<file path="src/rtl/rriot_timer_if.sv">
// Register-bus bundle shared by the RRIOT timer and port I/O blocks.
// The master side issues strobes; the slave side returns read data and the interrupt.
interface rriot_timer_if;
    logic       enable;
    logic       we_n;
    logic [3:0] A;
    logic [7:0] DI;
    logic [7:0] DO;
    logic       OE;
    logic       IRQ_n;

    modport master (
        output enable, we_n, A, DI,
        input  DO, OE, IRQ_n
    );

    modport slave (
        input  enable, we_n, A, DI,
        output DO, OE, IRQ_n
    );
endinterface

</file>
<file path="src/rtl/rriot_timer.sv">
// 6530 RRIOT interval timer: 8-bit down-counter behind a 1/8/64/1024 prescaler,
// with a timeout flag, post-timeout /1 fast mode and an active-low interrupt.
module rriot_timer (
    input  logic          clk,
    input  logic          rst,
    rriot_timer_if.slave  bus
);

    logic [7:0] count;
    logic [1:0] psel;
    logic       irq_en;
    logic       flag;
    logic       armed;
    logic       fast;
    logic [9:0] pre;
    logic [7:0] rdata;
    logic       rvalid;

    logic [9:0] div_m1;
    logic       tick;
    logic       timeout;
    logic       sel;
    logic       wr;
    logic       rd_timer;
    logic       rd_flag;

    always_comb begin
        div_m1 = 10'd0;
        if (!fast) begin
            case (psel)
                2'b00:   div_m1 = 10'd0;
                2'b01:   div_m1 = 10'd7;
                2'b10:   div_m1 = 10'd63;
                default: div_m1 = 10'd1023;
            endcase
        end
        tick     = armed && (pre == div_m1);
        // Only the first underflow is a timeout; fast-mode wraps have no side effects.
        timeout  = tick && (count == 8'h00) && !fast;
        sel      = bus.enable && bus.A[2];
        wr       = sel && !bus.we_n;
        rd_timer = sel && bus.we_n && !bus.A[0];
        rd_flag  = sel && bus.we_n && bus.A[0];
    end

    always_ff @(posedge clk) begin
        if (rst) begin
            count  <= 8'h00;
            psel   <= 2'b00;
            irq_en <= 1'b0;
            flag   <= 1'b0;
            armed  <= 1'b0;
            fast   <= 1'b0;
            pre    <= 10'd0;
            rdata  <= 8'h00;
            rvalid <= 1'b0;
        end else begin
            rdata  <= 8'h00;
            rvalid <= 1'b0;
            if (wr) begin
                count  <= bus.DI;
                psel   <= bus.A[1:0];
                irq_en <= bus.A[3];
                flag   <= 1'b0;
                fast   <= 1'b0;
                pre    <= 10'd0;
                armed  <= 1'b1;
            end else begin
                if (rd_timer) begin
                    rdata  <= count;
                    rvalid <= 1'b1;
                    irq_en <= bus.A[3];
                    flag   <= 1'b0;
                    fast   <= 1'b0;
                end
                if (rd_flag) begin
                    rdata  <= {flag, 7'b0};
                    rvalid <= 1'b1;
                end
                if (armed) begin
                    if (tick) begin
                        pre   <= 10'd0;
                        count <= count - 8'd1;
                    end else begin
                        pre <= pre + 10'd1;
                    end
                end
                // Placed after the read clear so a coincident timeout wins.
                if (timeout) begin
                    flag <= 1'b1;
                    fast <= 1'b1;
                end
            end
        end
    end

    assign bus.DO    = rdata;
    assign bus.OE    = rvalid;
    assign bus.IRQ_n = ~(flag & irq_en);

endmodule

</file>
<file path="src/flat_wrapper.sv">
// flat-port wrapper written by rule: the top's interface ports become plain ports
module rriot_timer_flat 
  (clk, rst, bus_enable, bus_we_n, bus_A, bus_DI, bus_DO, bus_OE, bus_IRQ_n);
  rriot_timer_if bus_i ();
  input  logic clk;
  input  logic rst;
  input wire logic [$bits(bus_i.enable)-1:0] bus_enable;
  input wire logic [$bits(bus_i.we_n)-1:0] bus_we_n;
  input wire logic [$bits(bus_i.A)-1:0] bus_A;
  input wire logic [$bits(bus_i.DI)-1:0] bus_DI;
  output wire logic [$bits(bus_i.DO)-1:0] bus_DO;
  output wire logic [$bits(bus_i.OE)-1:0] bus_OE;
  output wire logic [$bits(bus_i.IRQ_n)-1:0] bus_IRQ_n;
  assign bus_i.enable = bus_enable;
  assign bus_i.we_n = bus_we_n;
  assign bus_i.A = bus_A;
  assign bus_i.DI = bus_DI;
  assign bus_DO = bus_i.DO;
  assign bus_OE = bus_i.OE;
  assign bus_IRQ_n = bus_i.IRQ_n;
  rriot_timer u_core (.clk(clk), .rst(rst), .bus(bus_i));
endmodule
</file>
<file path="config.mk">
export PLATFORM = sky130hd
export DESIGN_NAME = rriot_timer_flat
export DESIGN_NICKNAME = d
export VERILOG_FILES = /design/src/rtl/rriot_timer_if.sv /design/src/rtl/rriot_timer.sv /design/src/flat_wrapper.sv
export SDC_FILE = /design/constraint.sdc
export NUM_CORES = 1
export LEC_CHECK = 0
export BUFFER_PORTS_ARGS = -buffer_cell sky130_fd_sc_hd__clkbuf_2
export CAP_MARGIN = 0
export CORE_AREA = 2 2 79 81
export DETAILED_ROUTE_END_ITERATION = 16
export DIE_AREA = 0 0 81 83
export SLEW_MARGIN = 5
export SYNTH_ARGS = -nofsm -noshare
export SYNTH_HDL_FRONTEND = slang
export SYNTH_SLANG_ARGS = --single-unit
</file>
<file path="constraint.sdc">
create_clock -name clk -period 2.2 [get_ports clk]
set_clock_uncertainty 0.05 [all_clocks]
set_input_delay 0.22 -clock clk [delete_from_list [all_inputs] [get_ports clk]]
set_output_delay 0.22 -clock clk [all_outputs]
set_load 0.01 [all_outputs]
</file>
== Yosys cells after proc, flatten, opt, wreduce, memory -nomap -nowiden ==
Index checks and enable logic that the tools add are counted.
Word-level totals
  bits in registers: 32
  logic and storage cells: 51
  bits of input ports: 16
  output and inout port bits: 10
Cells by class
  bitwise logic cells: 3
  add/subtract/negate cells: 2
  eq/ne operators: 3
  reduce and logical (&&, ||, !) cells: 20
  multiplexer cells: 14
Operator list (number)
  8-bit two-way mux: 5
  10-bit case mux with 3 select lines: 1
  10-bit two-way mux: 2
  10-bit by 1-bit adder with 10-bit output, second input constant: 1
  10-bit == test: 1
  1-bit logical AND: 8
  8-bit zero test: 1
  2-bit nonzero test: 4
  8-bit by 1-bit subtractor with 8-bit output, second input constant: 1
  1-bit two-way mux: 6
  4-bit OR reduction: 1
  1-bit zero test: 3
  2-bit by 1-bit == test with 1-bit output, second input constant: 1
  2-bit == test, second input constant: 1
  2-bit zero test: 1
  1-bit NOT: 2
  2-bit AND reduction: 1
  2-bit OR reduction: 1
  1-bit AND: 1

== Depth between registers and ports, before layout ==
Gate-level depths: netlist (run 1).
  word-level depth: 8
  gate-level depth with buffers: 7
  gate-level depth less buffers: 7

== Worst setup path after synthesis (run 1) ==
OpenSTA, ideal clock, no wires.
  path type: reg-to-reg
  start point: register u_core.pre[9]
  end point: register u_core.count[1]
  clock period less this slack: 1.877 ns
  library setup time: 0.122 ns
  arrival time: 1.705 ns
  setup slack: 0.323 ns
  cell stages (with the launch flop): 7
  path buffers: 1
  data required time: 2.028 ns
  path through: dfxtp_1 -> or4_1 -> mux2i_1 -> and4_1 -> buf_2 -> nor4_1 -> a311o_1
Between the ends
  cells in the longest elaborated chain, start to end: 4
RTL lines
  start, declared: line rriot_timer.sv:15  | logic [9:0] pre;
  start signal, assigned: line rriot_timer.sv:85  | pre <= pre + 10'd1;
  10-bit == test: line rriot_timer.sv:37  | tick = armed && (pre == div_m1);
  1-bit logical AND: line rriot_timer.sv:37
  2-bit nonzero test (no source line)
  2-bit AND reduction (no source line)
  end signal, assigned: line rriot_timer.sv:61  | count <= bus.DI;
  end signal, assigned: line rriot_timer.sv:83  | count <= count - 8'd1;
  end, declared: line rriot_timer.sv:9  | logic [7:0] count;
Every way passes these cells.
A chain may end at the register's enable or synchronous reset.

== Final worst setup path (run 1) ==
  start point: register u_core.pre[9]
  end point: register u_core.count[6]
The elaborated chain is that of the path after synthesis.

==> results_dict.tcl, run 1 <==
set metrics [dict create \
    cts_resized 0 \
    fillerInstances 641 \
    cp.required_ns 2.37 \
    dp_hpwl_um 2250 \
    hp-class "primary input to flip-flop" \
    gp_congestion 0.767 \
    postCtsSetupBuffers 0 \
    worst_pin_slew_ns 0.521 \
    h-tree-depth 2 \
    ys_ff_latch 32 \
    cp_data_arrival_time_ns 2.21 \
    leakagePower_nw 0.662 \
    critPathLaunch "u_core.pre[9]" \
    reg2reg_from "u_core.pre[9]" \
    synth_edf_count 0 \
    place_area_sq_mm 0.00163 \
    coreArea_sq_mm 0.00582 \
    ant_nets 0 \
    fmax_mhz 490 \
    setup_ws_ns 0.158 \
    vias_per_cell 4.71 \
    cts_sinks 32 \
    die_w_um 81 \
    synth_flop_cell "dfxtp_1" \
    relSlewSlack 0.651 \
    path_class "flip-flop to flip-flop" \
    antenna_cells 0 \
    max_cap_viol_count 0 \
    drt_pre_antenna_iters 5 \
    crit_path_max_incr_delay_ns 0.51 \
    vias 1262 \
    max-vdd-ir-drop_v 0.000404 \
    area_growth_pct 20.4 \
    rows 28 \
    synthesis.nets 185 \
    yosysWarnings 0 \
    yosys.cell_types.count 34 \
    fin_area_sq_mm 0.00172 \
    p_per_area_mw_per_mm2 713 \
    ys_seq_area_frac 0.448 \
    hold_viol_final 0 \
    hold_buffers 0 \
    dpl_worst_slack_ns 0.183 \
    clk_pin_slew_ns 0.06 \
    crit_end "u_core.count[6]" \
    dieArea_sq_mm 0.00672 \
    drc_errors 0 \
    synth.avg_cell_area_sq_um 8.56 \
    grt_pass1_vias 1105 \
    rrSetupSlack_ns 0.16 \
    synthesis.area_sq_mm 0.00143 \
    period_needed_ns 2.04 \
    power_mw 1.23 \
    cts-root-buf "clkbuf_8" \
    antenna_found_initial 0 \
    post_drt_wl_per_cell_um 11.4 \
    fin_crit_sh 0.928 \
    start_kind "flip-flop" \
    final_nets 211 \
    clk_latency_ns 0.29 \
    drt_iter0_markers 71 \
    floorplan.initialDensity 0.246 \
    die_y_um 83 \
    grt_use_total 0.101 \
    post_route_cells_drive_above_1_share 0.192 \
    cp_slowest_cell "or4_1" \
    yosys.area.top_type_share 0.448 \
    cts_buffer_depth 2 \
    cts_tree "yes" \
    portBuffers 25 \
    drv_slew 0 \
    drt_wl_total_um 3070 \
    r2r_end "u_core.count[6]" \
    grt_setup_unrepaired "false" \
    path_cells "or4_1 > mux2i_1 > nand4_2 > or3_1 > a31oi_1" \
    gr-total-overflow 0 \
    regArea_sq_um 641 \
    status "finished, final reports clean" \
    setup_tns_ns 0 \
    async_reset_ff_frac 0 \
    grt_max_degree 20 \
    yosys.area.top_type "dfxtp_1" \
    multi_input_area_sq_um 747 \
    grt_pass1_wl_um 5230 \
    synthCells 167 \
    synth_area_leaders "dfxtp_1, nor2_1, o21ai_0" \
    setup_violations 0 \
    worstRegToRegCells 5 \
    numCtsBuffers 5 \
    io_pins 26 \
    crit_fanout 10 \
    crit_path_end_kind "flip-flop" \
]
-- worst min path at each step --
stage / startpoint / slack [ns] / end / cells after the start
3_3_place_gp: bus_A[3] / 0.41 / u_core.irq_en / 3
6_report: bus_A[1] / 0.11 / u_core.psel[1] / 3
5_1_grt: bus_A[1] / 0.11 / u_core.psel[1] / 3
4_1_cts: bus_A[1] / 0.1 / u_core.psel[1] / 3
3_5_place_dp: bus_A[1] / 0.41 / u_core.psel[1] / 3
2_1_floorplan: bus_A[0] / 0.31 / u_core.psel[0] / 2
-- layer usage --
layer | track usage | routed length (um) | vias up | share of wire
met3 | 0.0239 | 173 | 8 | 0.056
met1 | 0.146 | 1580 | 574 | 0.51
met2 | 0.131 | 1230 | 36 | 0.40
met5 | 0 | 0 | - | 0
li1 | - | - | 644 | -
met4 | 0.0601 | 85 | 0 | 0.028
-- worst max-delay path, delay by kind of cell, from the launching register on --
kind / cells / cell delay (ns)
flops: 1 / 0.32
mux: 1 / 0.25
compound gates: 1 / 0.16
simple gates: 3 / 1.18
-- stage by stage --
step	util	instances	hold WS (ns)
after floorplan	-	167	0.306
after global placement	0.279	261	0.405
after detailed placement	0.279	261	0.405
after CTS	0.296	268	0.0968
after global routing	0.296	268	0.111
final	0.296	268	0.107
-- flip-flops by register name, summed over array words and instances (netlist names) --
| name | cells |
|---|---|
| u_core.pre | 10 |
| u_core.psel | 2 |
| u_core.flag | 1 |
| u_core.irq_en | 1 |
| u_core.count | 8 |
| u_core.bus.OE | 1 |
| u_core.bus.DO | 8 |
| u_core.armed | 1 |
-- placed cells by master (no fill, tap or decap), types with 5 or more instances in the layout --
master and count:
a21oi_1 9, and2_1 5, clkbuf_2 25, clkbuf_8 7, dfxtp_1 32, inv_1 5
nand2_1 14, nand3_1 9, nor2_1 16, nor3_1 7, o21ai_0 11, or3_1 6
xor2_1 6
-- cells by family after synthesis --
group / count (synthesis) / synth area share
simple gates: 77 / 0.283
mux: 5 / 0.0376
xor+xnor: 10 / 0.0612
compound gates: 30 / 0.123
fa+ha+maj: 2 / 0.0175
buf+inv: 11 / 0.0297
flops: 32 / 0.448
-- Yosys cell counts, types with 5 or more instances --
cell	number
a21oi_1	9
and2_1	5
clkbuf_1	5
dfxtp_1	32
inv_1	5
nand2_1	14
nand3_1	9
nor2_1	16
nor3_1	7
o21ai_0	11
or3_1	6
xor2_1	6
-- final cells by class --
cell class / count / share of cell area
clock buffers: 7 / 0.0560
inverters: 5 / 0.0109
multi-input cells: 124 / 0.434
flip-flops and latches: 32 / 0.372
well taps: 75 / 0.0545
repair buffers: 25 / 0.0727
-- where the power goes --
group | switching (mW) | internal [mW]
Sequential | 0.0252 | 0.599
Combinational | 0.0660 | 0.0549
Clock | 0.205 | 0.278
Total | 0.296 | 0.932
(Power assumes the default switching activity.)
==> run 2: changes to the inputs <==
Settings changed: CAP_MARGIN 0 to 30, CORE_AREA 2 2 79 81 to 2 2 61 106, DIE_AREA 0 0 81 83 to 0 0 63 108.
==> run 2 against run 1 <==
Hold slack worse by 0.0088 ns. Largest power group unchanged. Critical endpoint unchanged. Largest cell class unchanged. Register-to-register slack barely moved. Sequential share of layout area shrank 0.87 points. Non-clock buffer count grew 1.
==> results_dict.tcl, run 2 (same netlist as run 1, synthesis figures left out) <==
set metrics [dict create \
    dpl_worst_slack_ns 0.169 \
    fmax_mhz 492 \
    power_mw 1.37 \
    dp.cells 265 \
    path_cells "or4_1 > mux2i_1 > nand4_2 > or3_1 > a31oi_1" \
    vias_per_cell 4.62 \
    drt_pre_antenna_iters 4 \
    gr-total-overflow 0 \
    post_drt_wl_per_cell_um 12.1 \
    io_pins 26 \
    mostFrequentLayoutCell "dfxtp_1" \
    relSlewSlack 0.637 \
    portBuffers 25 \
    rows 37 \
    drt_wl_total_um 3320 \
    die_w_um 63 \
    cp.required_ns 2.37 \
    cp_num_buf_inv 0 \
    hold_viol_final 0 \
    cp_slowest_cell "or4_1" \
    fin_crit_sh 0.923 \
    crit_path_max_incr_delay_ns 0.51 \
    path_delay_family "simple AND/OR/NAND/NOR gates" \
    drc_errors 0 \
    cts_tree "yes" \
    grt_use_total 0.107 \
    top_register "u_core.pre" \
    cts_resized 0 \
    status "finished, final reports clean" \
    cts-root-buf "clkbuf_8" \
    multi_input_area_sq_um 747 \
    max-vdd-ir-drop_v 0.000303 \
    postCtsSetupBuffers 0 \
    crit_path_end_kind "flip-flop" \
    drv_slew 0 \
    grt_pass1_vias 1238 \
    dp_hpwl_um 2520 \
    cts_sinks 32 \
    stdcell_count 273 \
    setup_violations 0 \
    crit_fanout 10 \
    antenna_found_initial 0 \
    ant_nets 0 \
    h-tree-depth 2 \
    setup_ws_ns 0.169 \
    max_cap_viol_count 0 \
    worst_pin_slew_ns 0.543 \
    die_y_um 108 \
    clk_pin_slew_ns 0.07 \
    drt_iter0_markers 94 \
    post_route_cells_drive_above_1_share 0.200 \
    p_per_area_mw_per_mm2 775 \
    largest_reg_flops 10 \
    clk_latency_ns 0.29 \
    numCtsBuffers 5 \
    cts_buffer_depth 2 \
    setup_tns_ns 0 \
    postLayoutCoreUtil 0.300 \
    final_cell_mix "dfxtp_1, clkbuf_2, nor2_1" \
    antenna_cells 0 \
    final_nets 212 \
    gp_congestion 0.804 \
    period_needed_ns 2.03 \
    grt_pass1_wl_um 5560 \
    coreArea_sq_mm 0.00588 \
    hold_buffers 0 \
    start_kind "flip-flop" \
    cp_data_arrival_time_ns 2.20 \
    hp-class "primary input to flip-flop" \
    regArea_sq_um 641 \
    floorplan.initialDensity 0.243 \
    grt_max_degree 20 \
    grt_setup_unrepaired "false" \
    area_growth_pct 23.3 \
    fillerInstances 634 \
    leakagePower_nw 0.681 \
    dieArea_sq_mm 0.00680 \
    path_class "flip-flop to flip-flop" \
    vias 1260 \
]
[run 2: layout make-up]
cell class,instances,area share
flip-flops and latches,32,0.363
well taps,78,0.0554
multi-input cells,124,0.424
clock buffers,7,0.0546
inverters,5,0.0106
repair buffers,26,0.0752
clock inverters,1,0.0170
[run 2: path summary, 6_finish.rpt]
path                 start              end  slack (ns)  depth (start not counted)
min reg2reg  u_core.irq_en    u_core.irq_en        0.42                          2
max reg2reg  u_core.pre[9]  u_core.count[6]        0.17                          5
min               bus_A[1]   u_core.psel[1]         0.1                          3
max          u_core.pre[9]  u_core.count[6]        0.17                          5
[run 2: power by group]
group / internal, mW / switching (mW)
logic: 0.0564 / 0.0698
clock network: 0.399 / 0.216
registers: 0.599 / 0.0251
[run 2: metrics by stage]
stage / area, sq um / hold slack [ns]
final: 1760 / 0.0978
after global routing: 1760 / 0.124
after CTS: 1760 / 0.0901
after detailed placement: 1640 / 0.400
after global placement: 1640 / 0.398
after floorplan: 1430 / 0.306
[run 2: tightest hold or removal path: stages]
cell and delay, ns:
clkbuf_2 0.08, nand2_1 0.04, a21oi_1 0.05
[run 2: routing by layer]
metal,part of all wire,track usage,vias up,wire length (um)
li1,-,-,648,-
met1,0.37,0.0935,582,1230
met2,0.57,0.210,23,1880
met3,0.038,0.0291,7,125
met4,0.025,0.0619,0,83
met5,0,0,-,0
==> run 3: changes to the inputs <==
Clock period 2.2 ns to 2.4 ns, I/O delays scaled along.
==> run 3 against run 2 <==
Non-clock buffer count shrank 1. Hold slack gained 0.026 ns. Design area shrank 3.2%. Die area is the same. Clock power shrank 37%. Wire length shrank 0.97%. Critical path depth is the same. Via count shrank 1.5%.
==> results_dict.tcl, run 3 (same netlist as run 1, synthesis figures left out) <==
set metrics [dict create \
    status "finished, final reports clean" \
    top_usage_layer "met2" \
    drt_wl_total_um 3280 \
    drt_pre_antenna_iters 4 \
    path_class "flip-flop to flip-flop" \
    cp_data_arrival_time_ns 2.19 \
    setup_tns_ns 0 \
    gp_congestion 0.801 \
    numCtsBuffers 5 \
    setup_violations 0 \
    cts_tree "yes" \
    cp.required_ns 2.56 \
    coreArea_sq_mm 0.00588 \
    drc_errors 0 \
    grt_pass1_wl_um 5740 \
    dp.cells 264 \
    ant_nets 0 \
    p_per_area_mw_per_mm2 628 \
    hold_viol_final 0 \
    hold_buffers 0 \
    stdcell_count 271 \
    fin_crit_sh 0.848 \
    vias 1241 \
    portBuffers 25 \
    cp_num_buf_inv 0 \
    fin_area_sq_mm 0.00171 \
    cp_slowest_cell "or4_1" \
    area_growth_pct 19.3 \
    grt_setup_unrepaired "false" \
    path_cells "or4_1 > mux2i_1 > nand4_2 > or3_1 > a31oi_1" \
    rows 37 \
    final_nets 211 \
    io_pins 26 \
    cts_buffer_depth 2 \
    dp_hpwl_um 2480 \
    postCtsSetupBuffers 0 \
    relSlewSlack 0.655 \
    antenna_cells 0 \
    vias_per_cell 4.58 \
    clk_latency_ns 0.28 \
    post_drt_wl_per_cell_um 12.1 \
    gr-total-overflow 0 \
    crit_path_max_incr_delay_ns 0.52 \
    max_cap_viol_count 0 \
    cts_sinks 32 \
    cts-root-buf "clkbuf_8" \
    start_kind "flip-flop" \
    leakagePower_nw 0.653 \
    grt_pass1_vias 1246 \
    crit_path_end_kind "flip-flop" \
    die_y_um 108 \
    use_met1 0.103 \
    place_area_sq_mm 0.00163 \
    crit_fanout 10 \
    grt_max_degree 20 \
    dieArea_sq_mm 0.00680 \
    final_cell_mix "dfxtp_1, clkbuf_2, nor2_1" \
    hp-class "primary input to flip-flop" \
    top_register "u_core.pre" \
    use_met3 0.0323 \
    die_w_um 63 \
    use_met2 0.206 \
    mostFrequentLayoutCell "dfxtp_1" \
    period_needed_ns 2.03 \
    clk_pin_slew_ns 0.06 \
    grt_use_total 0.110 \
    worst_pin_slew_ns 0.516 \
    post_route_cells_drive_above_1_share 0.187 \
    path_delay_family "simple AND/OR/NAND/NOR gates" \
    fmax_mhz 492 \
    max-vdd-ir-drop_v 0.000173 \
    h-tree-depth 2 \
    antenna_found_initial 0 \
    cts_resized 0 \
    floorplan.initialDensity 0.243 \
    drt_iter0_markers 80 \
    drv_slew 0 \
    largest_reg_flops 10 \
]
-- run 3: cell types whose count changed in the layout (fill, tap and decap cells not counted) --
cell | previous run | this run
clkbuf_8 | 7 | 5
buf_4 | 1 | 0
clkinv_2 | 0 | 1
bufinv_16 | 1 | 0
clkbuf_1 | 0 | 1
-- run 3: through the flow --
stage	hold slack (ns)	utilization	worst slack, ns	power, mW
2_1_floorplan	0.326	-	0.523	0.658
3_3_place_gp	0.403	0.277	0.427	0.696
3_5_place_dp	0.417	0.277	0.383	0.697
4_1_cts	0.120	0.290	0.362	1.08
5_1_grt	0.144	0.290	0.216	1.13
6_report	0.124	0.290	0.366	1.07
-- run 3: final cells by class --
class | count | area [sq um]
clock buffer | 6 | 72.6
clock inverter | 1 | 5.00
fill | 634 | 4170
inverter | 5 | 18.8
multi-input combinational | 124 | 747
sequential | 32 | 641
tap | 78 | 97.6
timing repair buffer | 25 | 125
-- run 3: power by group --
group / total [mW] / switching (mW) / leakage [nW] / internal, mW
registers: 0.573 / 0.0238 / 0.260 / 0.549
logic: 0.113 / 0.0620 / 0.352 / 0.0507
clock network: 0.387 / 0.190 / 0.0410 / 0.197
-- run 3: worst register-to-register path, delay by kind of cell (launching register included) --
kind            cells  cell delay (ns)
compound gates      1             0.16
flops               1             0.33
simple gates        3             1.18
mux                 1             0.24
-- run 3: worst paths after layout --
path | endpoint | slack (ns) | cells past startpoint | startpoint
max | u_core.count[6] | 0.37 | 5 | u_core.pre[9]
min | u_core.psel[1] | 0.12 | 3 | bus_A[1]
max reg2reg | u_core.count[6] | 0.37 | 5 | u_core.pre[9]
min reg2reg | u_core.irq_en | 0.42 | 2 | u_core.irq_en
-- run 3: per-layer routing --
metal  routed length, um  up-vias
met3                 130        8
met2                1800       25
met4                  97        0
met5                   0        -
met1                1260      564
li1                    -      644
